[src/rtl/axis_to_video.sv]
// AXI4-Stream to parallel video raster with self-generated timing.
// The stream is locked to the raster on the start-of-frame marker.
module axis_to_video #(
  parameter int   DATA_BITS = 8,
  parameter int   H_ACTIVE  = 960,
  parameter int   H_FP      = 16,
  parameter int   H_SYNC    = 32,
  parameter int   H_BP      = 48,
  parameter int   V_ACTIVE  = 544,
  parameter int   V_FP      = 3,
  parameter int   V_SYNC    = 5,
  parameter int   V_BP      = 10,
  parameter logic SYNC_POL  = 1'b1
) (
  input  logic                 aclk,
  input  logic                 areset,
  input  logic [DATA_BITS-1:0] s_axis_tdata,
  input  logic                 s_axis_tvalid,
  output logic                 s_axis_tready,
  input  logic                 s_axis_tlast,
  input  logic                 s_axis_tuser,
  output logic                 vid_hsync,
  output logic                 vid_vsync,
  output logic                 vid_active_video,
  output logic [DATA_BITS-1:0] vid_data,
  output logic                 locked,
  output logic                 underflow
);

  localparam int H_TOTAL = H_ACTIVE + H_FP + H_SYNC + H_BP;
  localparam int V_TOTAL = V_ACTIVE + V_FP + V_SYNC + V_BP;
  localparam int HW = $clog2(H_TOTAL + 1);
  localparam int VW = $clog2(V_TOTAL + 1);

  localparam logic [HW-1:0] H_LAST = HW'(H_TOTAL - 1);
  localparam logic [HW-1:0] H_ACT  = HW'(H_ACTIVE);
  localparam logic [HW-1:0] H_EOL  = HW'(H_ACTIVE - 1);
  localparam logic [HW-1:0] H_HS0  = HW'(H_ACTIVE + H_FP);
  localparam logic [HW-1:0] H_HS1  = HW'(H_ACTIVE + H_FP + H_SYNC);
  localparam logic [VW-1:0] V_LAST = VW'(V_TOTAL - 1);
  localparam logic [VW-1:0] V_ACT  = VW'(V_ACTIVE);
  localparam logic [VW-1:0] V_VS0  = VW'(V_ACTIVE + V_FP);
  localparam logic [VW-1:0] V_VS1  = VW'(V_ACTIVE + V_FP + V_SYNC);

  typedef enum logic [1:0] {
    ST_SEEK,
    ST_WAIT,
    ST_RUN
  } state_t;

  state_t               r_state;
  logic [HW-1:0]        r_h_cnt;
  logic [VW-1:0]        r_v_cnt;
  logic                 r_hsync;
  logic                 r_vsync;
  logic                 r_active;
  logic [DATA_BITS-1:0] r_data;
  logic                 r_locked;
  logic                 r_underflow;

  logic w_h_wrap;
  logic w_v_wrap;
  logic w_active;
  logic w_hs;
  logic w_vs;
  logic w_sof_pos;
  logic w_eol_pos;
  logic w_run;
  logic w_err;
  logic w_beat;
  logic w_take;
  logic w_fault;
  logic w_miss;
  logic w_tready;

  assign w_h_wrap  = (r_h_cnt == H_LAST);
  assign w_v_wrap  = (r_v_cnt == V_LAST);
  assign w_active  = (r_h_cnt < H_ACT) && (r_v_cnt < V_ACT);
  assign w_hs      = (r_h_cnt >= H_HS0) && (r_h_cnt < H_HS1);
  assign w_vs      = (r_v_cnt >= V_VS0) && (r_v_cnt < V_VS1);
  assign w_sof_pos = (r_h_cnt == '0) && (r_v_cnt == '0);
  assign w_eol_pos = (r_h_cnt == H_EOL);

  // A beat is misaligned if its markers disagree with the raster position
  assign w_err   = (s_axis_tuser != w_sof_pos) ||
                   (s_axis_tlast != w_eol_pos);
  assign w_run   = (r_state == ST_RUN);
  assign w_beat  = w_run && w_active && s_axis_tvalid;
  assign w_take  = w_beat && !w_err;
  assign w_fault = w_beat && w_err;
  assign w_miss  = w_run && w_active && !s_axis_tvalid;

  always_comb begin
    w_tready = 1'b0;
    unique case (r_state)
      ST_SEEK: w_tready = !(s_axis_tvalid && s_axis_tuser);
      ST_WAIT: w_tready = 1'b0;
      ST_RUN:  w_tready = w_active && !(s_axis_tvalid && w_err);
      default: w_tready = 1'b0;
    endcase
  end

  assign s_axis_tready = w_tready;

  always_ff @(posedge aclk or posedge areset) begin
    if (areset) begin
      r_h_cnt <= '0;
      r_v_cnt <= '0;
    end else if (w_h_wrap) begin
      r_h_cnt <= '0;
      r_v_cnt <= w_v_wrap ? '0 : r_v_cnt + VW'(1);
    end else begin
      r_h_cnt <= r_h_cnt + HW'(1);
    end
  end

  always_ff @(posedge aclk or posedge areset) begin
    if (areset) begin
      r_state     <= ST_SEEK;
      r_hsync     <= ~SYNC_POL;
      r_vsync     <= ~SYNC_POL;
      r_active    <= 1'b0;
      r_data      <= '0;
      r_locked    <= 1'b0;
      r_underflow <= 1'b0;
    end else begin
      r_hsync     <= w_hs ? SYNC_POL : ~SYNC_POL;
      r_vsync     <= w_vs ? SYNC_POL : ~SYNC_POL;
      r_active    <= w_active;
      r_data      <= w_take ? s_axis_tdata : '0;
      r_locked    <= w_run;
      r_underflow <= w_miss;
      unique case (r_state)
        ST_SEEK:
          if (s_axis_tvalid && s_axis_tuser)
            r_state <= ST_WAIT;
        ST_WAIT:
          if (w_h_wrap && w_v_wrap)
            r_state <= ST_RUN;
        ST_RUN:
          if (w_fault)
            r_state <= ST_SEEK;
        default:
          r_state <= ST_SEEK;
      endcase
    end
  end

  assign vid_hsync        = r_hsync;
  assign vid_vsync        = r_vsync;
  assign vid_active_video = r_active;
  assign vid_data         = r_data;
  assign locked           = r_locked;
  assign underflow        = r_underflow;

endmodule

[config.mk]
export PLATFORM = sky130hd
export DESIGN_NAME = axis_to_video
export DESIGN_NICKNAME = d
export VERILOG_FILES = /design/src/rtl/axis_to_video.sv
export SDC_FILE = /design/constraint.sdc
export NUM_CORES = 1
export LEC_CHECK = 0
export ABC_AREA = 1
export CAP_MARGIN = 25
export CELL_PAD_IN_SITES_DETAIL_PLACEMENT = 0
export CELL_PAD_IN_SITES_GLOBAL_PLACEMENT = 1
export CORE_ASPECT_RATIO = 0.6
export CORE_MARGIN = 4
export CORE_UTILIZATION = 44
export DETAILED_ROUTE_END_ITERATION = 6
export DONT_BUFFER_PORTS = 1
export GPL_ROUTABILITY_DRIVEN = 0
export GPL_TIMING_DRIVEN = 0
export PLACE_DENSITY_LB_ADDON = 0.1
export SYNTH_ARGS = -nofsm -noshare
export SYNTH_HDL_FRONTEND = slang
export SYNTH_SLANG_ARGS = --single-unit
[constraint.sdc]
create_clock -name aclk -period 2.84 [get_ports aclk]
set_input_delay 0.426 -clock aclk [delete_from_list [all_inputs] [get_ports aclk]]
set_output_delay 0.426 -clock aclk [all_outputs]
set_load 0.01 [all_outputs]
==> impl_metrics.py, run 1 <==
metrics = {
    "floorplan": {
        "io-pin-count": 27,
        "core_area_um2": 4170,
        "placement_rows": 18,
        "dieWidth_um": 93.6,
        "height_of_the_chip_um": 59.4,
        "die_area_um2": 5560,
        "start_util_pct": 46.5,
    },
    "clocking": {
        "post_cts_hold_buffer_count": 0,
        "clock_slew_at_reported_path_ffs_ns": 0.07,
        "clock_latency_ns": 0.29,
        "clk_path_buf_depth": 2,
        "cts_made_buffers": 5,
        "clock_sinks": 36,
        "cts_tree": "done",
        "root_buffer": "sky130_fd_sc_hd__clkbuf_8",
        "cts_post_setup_buffers_inserted": 0,
        "htree_num_levels": 2,
        "cts_resized": 0,
    },
    "sta": {
        "final_setup_slack_of_the_worst_path_ns": 0.649,
        "max_freq_ghz": 0.456,
        "setup_violations": 0,
        "rsz_0062_raised_after_global_routing": "false",
        "finalCritPeriodShare_pct": 77.1,
        "count_of_final_hold_check_violations": 0,
        "finalHoldWorstSlack_ns": 0.136,
        "setup_tns_ns": 0,
        "relSlewSlack_pct": 50.5,
        "fin_skew_ns": 0.00473,
        "worst_pin_slew_ns": 0.742,
        "drv_slew": 0,
        "final_period_minus_worst_setup_slack_ns": 2.19,
    },
    "worst_setup_path": {
        "crit_path_cell_trace": "inv_1, ha_1, nand3_1, nor2_1, nand4_1, nand2_2, nand3_1, nand3_1",
        "critPathMaxFanout": 9,
        "critPathLaunchType": "flip-flop",
        "arrival_ns": 1.76,
        "worst_path_largest_cell_delay_ns": 0.50,
        "critical-path-top-delay-family": "simple AND/OR/NAND/NOR gates",
        "cp.buffers_inverters": 1,
        "worst_setup_path_end_kind": "output pin",
        "crit_path_top_delay_cell": "sky130_fd_sc_hd__dfrtp_1",
        "path_common_cell": "sky130_fd_sc_hd__nand3_1",
        "crit_type": "flip-flop to output pin",
        "worst-endpoint-required_ns": 2.41,
    },
    "grt": {
        "grt_remaining_overflow": 0,
        "wire_length_of_the_first_global_routing_pass_um": 6660,
        "grt_usage_pct": 16.1,
        "grt_pass1_vias": 1328,
        "grt_start_max_net_pins": 37,
        "antenna_found_initial": 0,
    },
    "routing": {
        "first_iter_violations": 109,
        "wirelength_um": 3900,
        "vias_per_cell": 4.78,
        "drcViolationCount": 0,
        "drt-wirelength-per-cell_um": 12.8,
        "drt.antenna.violating_nets": 0,
        "detail_route.first_pass.iterations": 4,
        "detailroute.via_count": 1452,
    },
    "synth": {
        "async_set_or_reset_flop_fraction_in_the_synthesized_netlist_pct": 100,
        "synthDominantAreaCellType": "sky130_fd_sc_hd__dfrtp_1",
        "synth.area.top_cells": "sky130_fd_sc_hd__dfrtp_1 47%, sky130_fd_sc_hd__inv_1 8.9%, sky130_fd_sc_hd__nand2_1 7.6%, sky130_fd_sc_hd__nor2_1 6.8%, sky130_fd_sc_hd__xor2_1 3.6%",
        "synth.top_cells.by_count": "46 x sky130_fd_sc_hd__inv_1, 39 x sky130_fd_sc_hd__nand2_1, 36 x sky130_fd_sc_hd__dfrtp_1",
        "postSynthAreaPerCell_um2": 8.20,
        "synthesis.area_um2": 1940,
        "netlist-cell-type-count": 31,
        "count_of_flip_flops_with_a_built_in_enable_after_synthesis": 0,
        "netlist_instances": 236,
        "synth_warnings": 0,
        "synth-seq-area-share_pct": 46.5,
        "postSynthNetCount": 254,
        "post-synth-top-count-cell": "sky130_fd_sc_hd__inv_1",
        "synth.ff_latch_count": 36,
        "yosys_most_used_dff": "sky130_fd_sc_hd__dfrtp_1",
        "post-synth-top-area-fraction_pct": 46.5,
    },
    "placement": {
        "placed_area_um2": 2010,
        "numPortBuffers": 0,
        "post-place-ws_ns": 0.965,
        "dp_hpwl_um": 2980,
    },
    "power_and_ir_drop": {
        "pwr_density_cell_nw_per_um2": 435,
        "total_power_uw": 914,
        "vdd_drop_max_mv": 0.216,
        "swShare_pct": 22.5,
        "p_sw_uw": 205,
        "cell_internal_pwr_uw": 709,
        "power.share.combinational_pct": 1.9,
        "power.static_leakage_uw": 0.00105,
        "clkPwrFrac_pct": 42.0,
        "sequentialPowerShare_pct": 56.0,
    },
    "finish": {
        "nets": 261,
        "finish.instance_area_um2": 2100,
        "drive_gt1_share_pct": 10.2,
        "area_growth_pct": 8.66,
        "num_antenna_cells": 0,
    },
    "hold_path": {
        "worstHoldPathType": "input pin to async pin",
    },
    "run": {
        "timing.max_cap.violations": 0,
    },
    "outcome": {
        "run_status": "complete, no violations",
    },
}
## cells in the final DEF, fill, tap and decap left out, types with 2 or more instances in the layout
cell type / instances
sky130_fd_sc_hd__ha_1: 5
sky130_fd_sc_hd__inv_2: 2
sky130_fd_sc_hd__inv_1: 45
sky130_fd_sc_hd__nor2_4: 4
sky130_fd_sc_hd__nor3_1: 6
sky130_fd_sc_hd__xor2_1: 8
sky130_fd_sc_hd__nand3_1: 13
sky130_fd_sc_hd__nand2_2: 2
sky130_fd_sc_hd__nor2_2: 2
sky130_fd_sc_hd__clkinv_2: 2
sky130_fd_sc_hd__o21ai_0: 6
sky130_fd_sc_hd__nand3_2: 2
sky130_fd_sc_hd__nor2_1: 35
sky130_fd_sc_hd__nand2_1: 39
sky130_fd_sc_hd__clkbuf_8: 6
sky130_fd_sc_hd__dfrtp_1: 36
sky130_fd_sc_hd__a21oi_1: 4
sky130_fd_sc_hd__o21ai_1: 2
sky130_fd_sc_hd__xnor2_1: 2
sky130_fd_sc_hd__nand4_1: 10
## layout make-up
type,count,area (µm²)
buffer,1,11.3
clock buffer,6,82.6
clock inverter,2,10.0
fill,417,2060
inverter,47,176
multi-input combinational,152,847
sequential,36,901
tap,60,75.1
## state kept, by name, summed over array words and instances, names as in the netlist
register and flops:
vid_hsync 1, vid_data 8, vid_vsync 1, locked 1, vid_active_video 1, r_h_cnt 11, r_state 2, underflow 1
r_v_cnt 10
## power groups by stage
stage	registers (µW)	logic [µW]	clock network, µW
after floorplan	522	14.9	0
after global placement	522	18.9	0
after detailed placement	522	19.4	0
after CTS	512	19.3	393
after global routing	512	22.0	416
final	512	17.7	384
## cells by family (layout without fill, tap and decap cells)
group,count (synthesis),after routing,share of synthesized area (%)
simple gates,120,120,30.9
compound gates,17,17,5.11
buf+inv,48,56,9.70
flops,36,36,46.5
xor+xnor,10,10,4.53
fa+ha+maj,5,5,3.23
## metal layers
metal | share of wire, % | global-route usage (%) | vias up | wire, µm
li1 | - | - | 748 | -
met1 | 59 | 26.6 | 662 | 2290
met2 | 33 | 17.0 | 37 | 1280
met3 | 7.6 | 6.98 | 5 | 295
met4 | 1.1 | 5.56 | 0 | 42
met5 | 0 | 0 | - | 0
## metrics by stage
| step | util [%] | std cells |
|---|---|---|
| finish | 50.5 | 304 |
| global route | 50.5 | 304 |
| floorplan | - | 236 |
| detailed placement | 48.3 | 296 |
| CTS | 50.5 | 304 |
| global placement | 48.3 | 296 |
## final timing paths
kind | start | endpoint | slack [ns] | depth (start not counted)
min in group aclk | s_axis_tdata[4] | vid_data[4]$_DFF_PP0_ | 0.23 | 2
worst max register to register | r_v_cnt[0]$_DFFE_PP0N_ | r_v_cnt[8]$_DFFE_PP0N_ | 1.11 | 7
worst max-delay path | r_v_cnt[0]$_DFFE_PP0N_ | s_axis_tready | 0.65 | 8
worst min register to register | r_state[1]$_DFFE_PP0P_ | r_state[0]$_DFFE_PP0P_ | 0.46 | 1
max in group asynchronous | areset | r_v_cnt[4]$_DFFE_PP0N_ | 2.22 | 1
worst min-delay path | areset | r_state[0]$_DFFE_PP0P_ | 0.14 | 1
Power figures use the tool's default switching activity.
==> run 2, diff against run 1 <==
--- a/config.mk
+++ b/config.mk
@@ -11,7 +11,7 @@
 export CELL_PAD_IN_SITES_GLOBAL_PLACEMENT = 1
 export CORE_ASPECT_RATIO = 0.6
 export CORE_MARGIN = 4
-export CORE_UTILIZATION = 44
+export CORE_UTILIZATION = 42
 export DETAILED_ROUTE_END_ITERATION = 6
 export DONT_BUFFER_PORTS = 1
 export GPL_ROUTABILITY_DRIVEN = 0
==> constraint.sdc (replaced) <==
create_clock -name aclk -period 1.9 [get_ports aclk]
set_input_delay 0.285 -clock aclk [delete_from_list [all_inputs] [get_ports aclk]]
set_output_delay 0.285 -clock aclk [all_outputs]
set_load 0.01 [all_outputs]
==> run 2 against run 1 <==
Net effect:
- global-route usage is 0.14 points higher
- wire length increased by 7.7%
- utilization is 1.9 points higher
- cell count rose by 2.6%
- non-clock buffer count up 8
- sequential share of layout area decreased by 2.4 points
- via count increased by 1.3%
- final area increased by 6.5%
- hold slack got worse by 0.13 ns
- die area grew 4.2%
- critical endpoint unchanged
==> impl_metrics.py, run 2 (synthesized netlist as in run 1, its figures left out) <==
metrics = {
    "outcome": {
        "run_status": "complete, no violations",
    },
    "routing": {
        "detail_route.first_pass.iterations": 4,
        "vias_per_cell": 4.71,
        "detailroute.via_count": 1471,
        "drt-wirelength-per-cell_um": 13.5,
        "drcViolationCount": 0,
        "drt.antenna.violating_nets": 0,
        "first_iter_violations": 62,
        "wirelength_um": 4200,
    },
    "worst_setup_path": {
        "crit_path_top_delay_cell": "sky130_fd_sc_hd__dfrtp_2",
        "arrival_ns": 1.57,
        "critPathLaunchType": "flip-flop",
        "critPathMaxFanout": 5,
        "worst-endpoint-required_ns": 1.62,
        "crit_type": "flip-flop to output pin",
        "crit_path_cell_trace": "nor2_4, a21oi_2, nor2_2, nand3_2, inv_1, nand2_1, nand3_2",
        "path_common_cell": "sky130_fd_sc_hd__nand3_2",
        "worst_setup_path_end_kind": "output pin",
        "worst_path_largest_cell_delay_ns": 0.45,
        "worst_r2r_path_depth": 8,
    },
    "clocking": {
        "clock_slew_at_reported_path_ffs_ns": 0.07,
        "clk_path_buf_depth": 2,
        "htree_num_levels": 2,
        "cts_tree": "done",
        "clock_latency_ns": 0.28,
        "clock_sinks": 36,
        "root_buffer": "sky130_fd_sc_hd__clkbuf_8",
        "cts_made_buffers": 5,
    },
    "floorplan": {
        "io-pin-count": 27,
        "die_area_um2": 5790,
        "height_of_the_chip_um": 60.6,
        "dieWidth_um": 95.6,
        "core_area_um2": 4280,
        "placement_rows": 18,
        "start_util_pct": 45.2,
    },
    "grt": {
        "antenna_found_initial": 0,
        "wire_length_of_the_first_global_routing_pass_um": 6890,
        "grt_usage_pct": 16.2,
        "grt_pass1_vias": 1362,
        "grt_remaining_overflow": 0,
        "grt_start_max_net_pins": 37,
    },
    "placement": {
        "placed_area_um2": 2010,
        "dp_hpwl_um": 3110,
        "numPortBuffers": 0,
    },
    "sta": {
        "rsz_0062_raised_after_global_routing": "true",
        "final_period_minus_worst_setup_slack_ns": 1.86,
        "max_freq_ghz": 0.538,
        "finalCritPeriodShare_pct": 97.8,
        "worst_pin_slew_ns": 0.744,
        "fin_skew_ns": 0.00318,
        "finalHoldWorstSlack_ns": 0.00426,
        "relSlewSlack_pct": 50.4,
        "count_of_final_hold_check_violations": 0,
        "drv_slew": 0,
        "setup_violations": 0,
    },
    "finish": {
        "nets": 269,
        "num_antenna_cells": 0,
        "layout.filler_cells": 422,
        "drive_gt1_share_pct": 21.4,
        "most-common-layout-cells": "41 x sky130_fd_sc_hd__inv_1, 39 x sky130_fd_sc_hd__nand2_1, 33 x sky130_fd_sc_hd__dfrtp_1, 28 x sky130_fd_sc_hd__nor2_1, 10 x sky130_fd_sc_hd__nand4_1",
        "top_register": "r_h_cnt",
        "finish.instance_area_um2": 2240,
        "area_growth_pct": 15.7,
        "layout_commonest_cell": "sky130_fd_sc_hd__inv_1",
        "largest_register_ff_count": 11,
    },
    "power_and_ir_drop": {
        "sequentialPowerShare_pct": 56.5,
        "clkPwrFrac_pct": 41.4,
        "cell_internal_pwr_uw": 1060,
        "vdd_drop_max_mv": 0.274,
        "pwr_density_cell_nw_per_um2": 606,
        "p_sw_uw": 295,
        "power.static_leakage_uw": 0.00109,
        "power.share.combinational_pct": 2.2,
        "swShare_pct": 21.8,
    },
    "hold_path": {
        "worstHoldPathType": "input pin to async pin",
    },
    "run": {
        "timing.max_cap.violations": 0,
    },
}
-- run 2: timing repair --
item	4_1_cts	5_1_grt
resized for setup	10	12
endpoints found under the setup margin	1	3
setup buffers	4	4
pin swaps	7	5
hold buffers	0	0
-- run 2: metrics by stage --
| stage | worst slack [ns] | cells | TNS [ns] | power (µW) | utilization [%] |
|---|---|---|---|---|---|
| global placement | 0.148 | 296 | 0 | 809 | 47.0 |
| detailed placement | 0.139 | 296 | 0 | 810 | 47.0 |
| global route | -0.0880 | 312 | -0.0884 | 1420 | 52.3 |
| finish | 0.0409 | 312 | 0 | 1360 | 52.3 |
| floorplan | 0.347 | 236 | 0 | 803 | - |
| CTS | 0.00626 | 308 | 0 | 1380 | 50.6 |
-- run 2: final timing paths --
kind                                          end  slack [ns]                   start
setup / recovery                    s_axis_tready        0.04  r_v_cnt[7]$_DFFE_PP0N_
hold / removal             r_v_cnt[3]$_DFFE_PP0N_       0.004                  areset
setup reg to reg           r_v_cnt[3]$_DFFE_PP0N_        0.15    r_h_cnt[0]$_DFF_PP0_
hold reg to reg            r_state[0]$_DFFE_PP0P_        0.45  r_state[1]$_DFFE_PP0P_
max in group asynchronous  r_v_cnt[7]$_DFFE_PP0N_        1.37                  areset
min in group aclk           vid_data[4]$_DFF_PP0_        0.10         s_axis_tdata[4]
-- run 2: power by group through the flow --
stage	combinational (µW)	sequential [µW]	clock (µW)
2_1_floorplan	22.2	781	0
3_3_place_gp	28.1	781	0
3_5_place_dp	29.2	781	0
4_1_cts	31.2	765	584
5_1_grt	36.0	765	623
6_report	29.2	766	561
-- run 2: cell type report --
type / count / area (µm²) / area share, %
buffer: 1 / 11.3 / 0.503
tap: 60 / 75.1 / 3.35
timing repair buffer: 8 / 72.6 / 3.24
clock buffer: 6 / 82.6 / 3.69
clock inverter: 2 / 10.0 / 0.447
sequential: 36 / 905 / 40.4
multi-input combinational: 152 / 903 / 40.3
inverter: 47 / 180 / 8.04
-- run 2: routing by layer --
metal / global-route usage (%) / vias up / routed length, µm / share of wire [%]
met5: 0 / - / 0 / 0
met4: 4.25 / 0 / 17 / 0.40
met3: 5.20 / 2 / 202 / 4.8
met2: 19.2 / 21 / 1580 / 38
met1: 26.8 / 677 / 2400 / 57
li1: - / 771 / - / -
-- run 2: worst max-delay path: cells and delay by family, from the launching register on --
kind / cells / cell delay [ns]
DFF: 1 / 0.45
buffers and inverters: 1 / 0.10
AOI/OAI and AO/OA: 1 / 0.08
and+or+nand+nor: 5 / 0.66
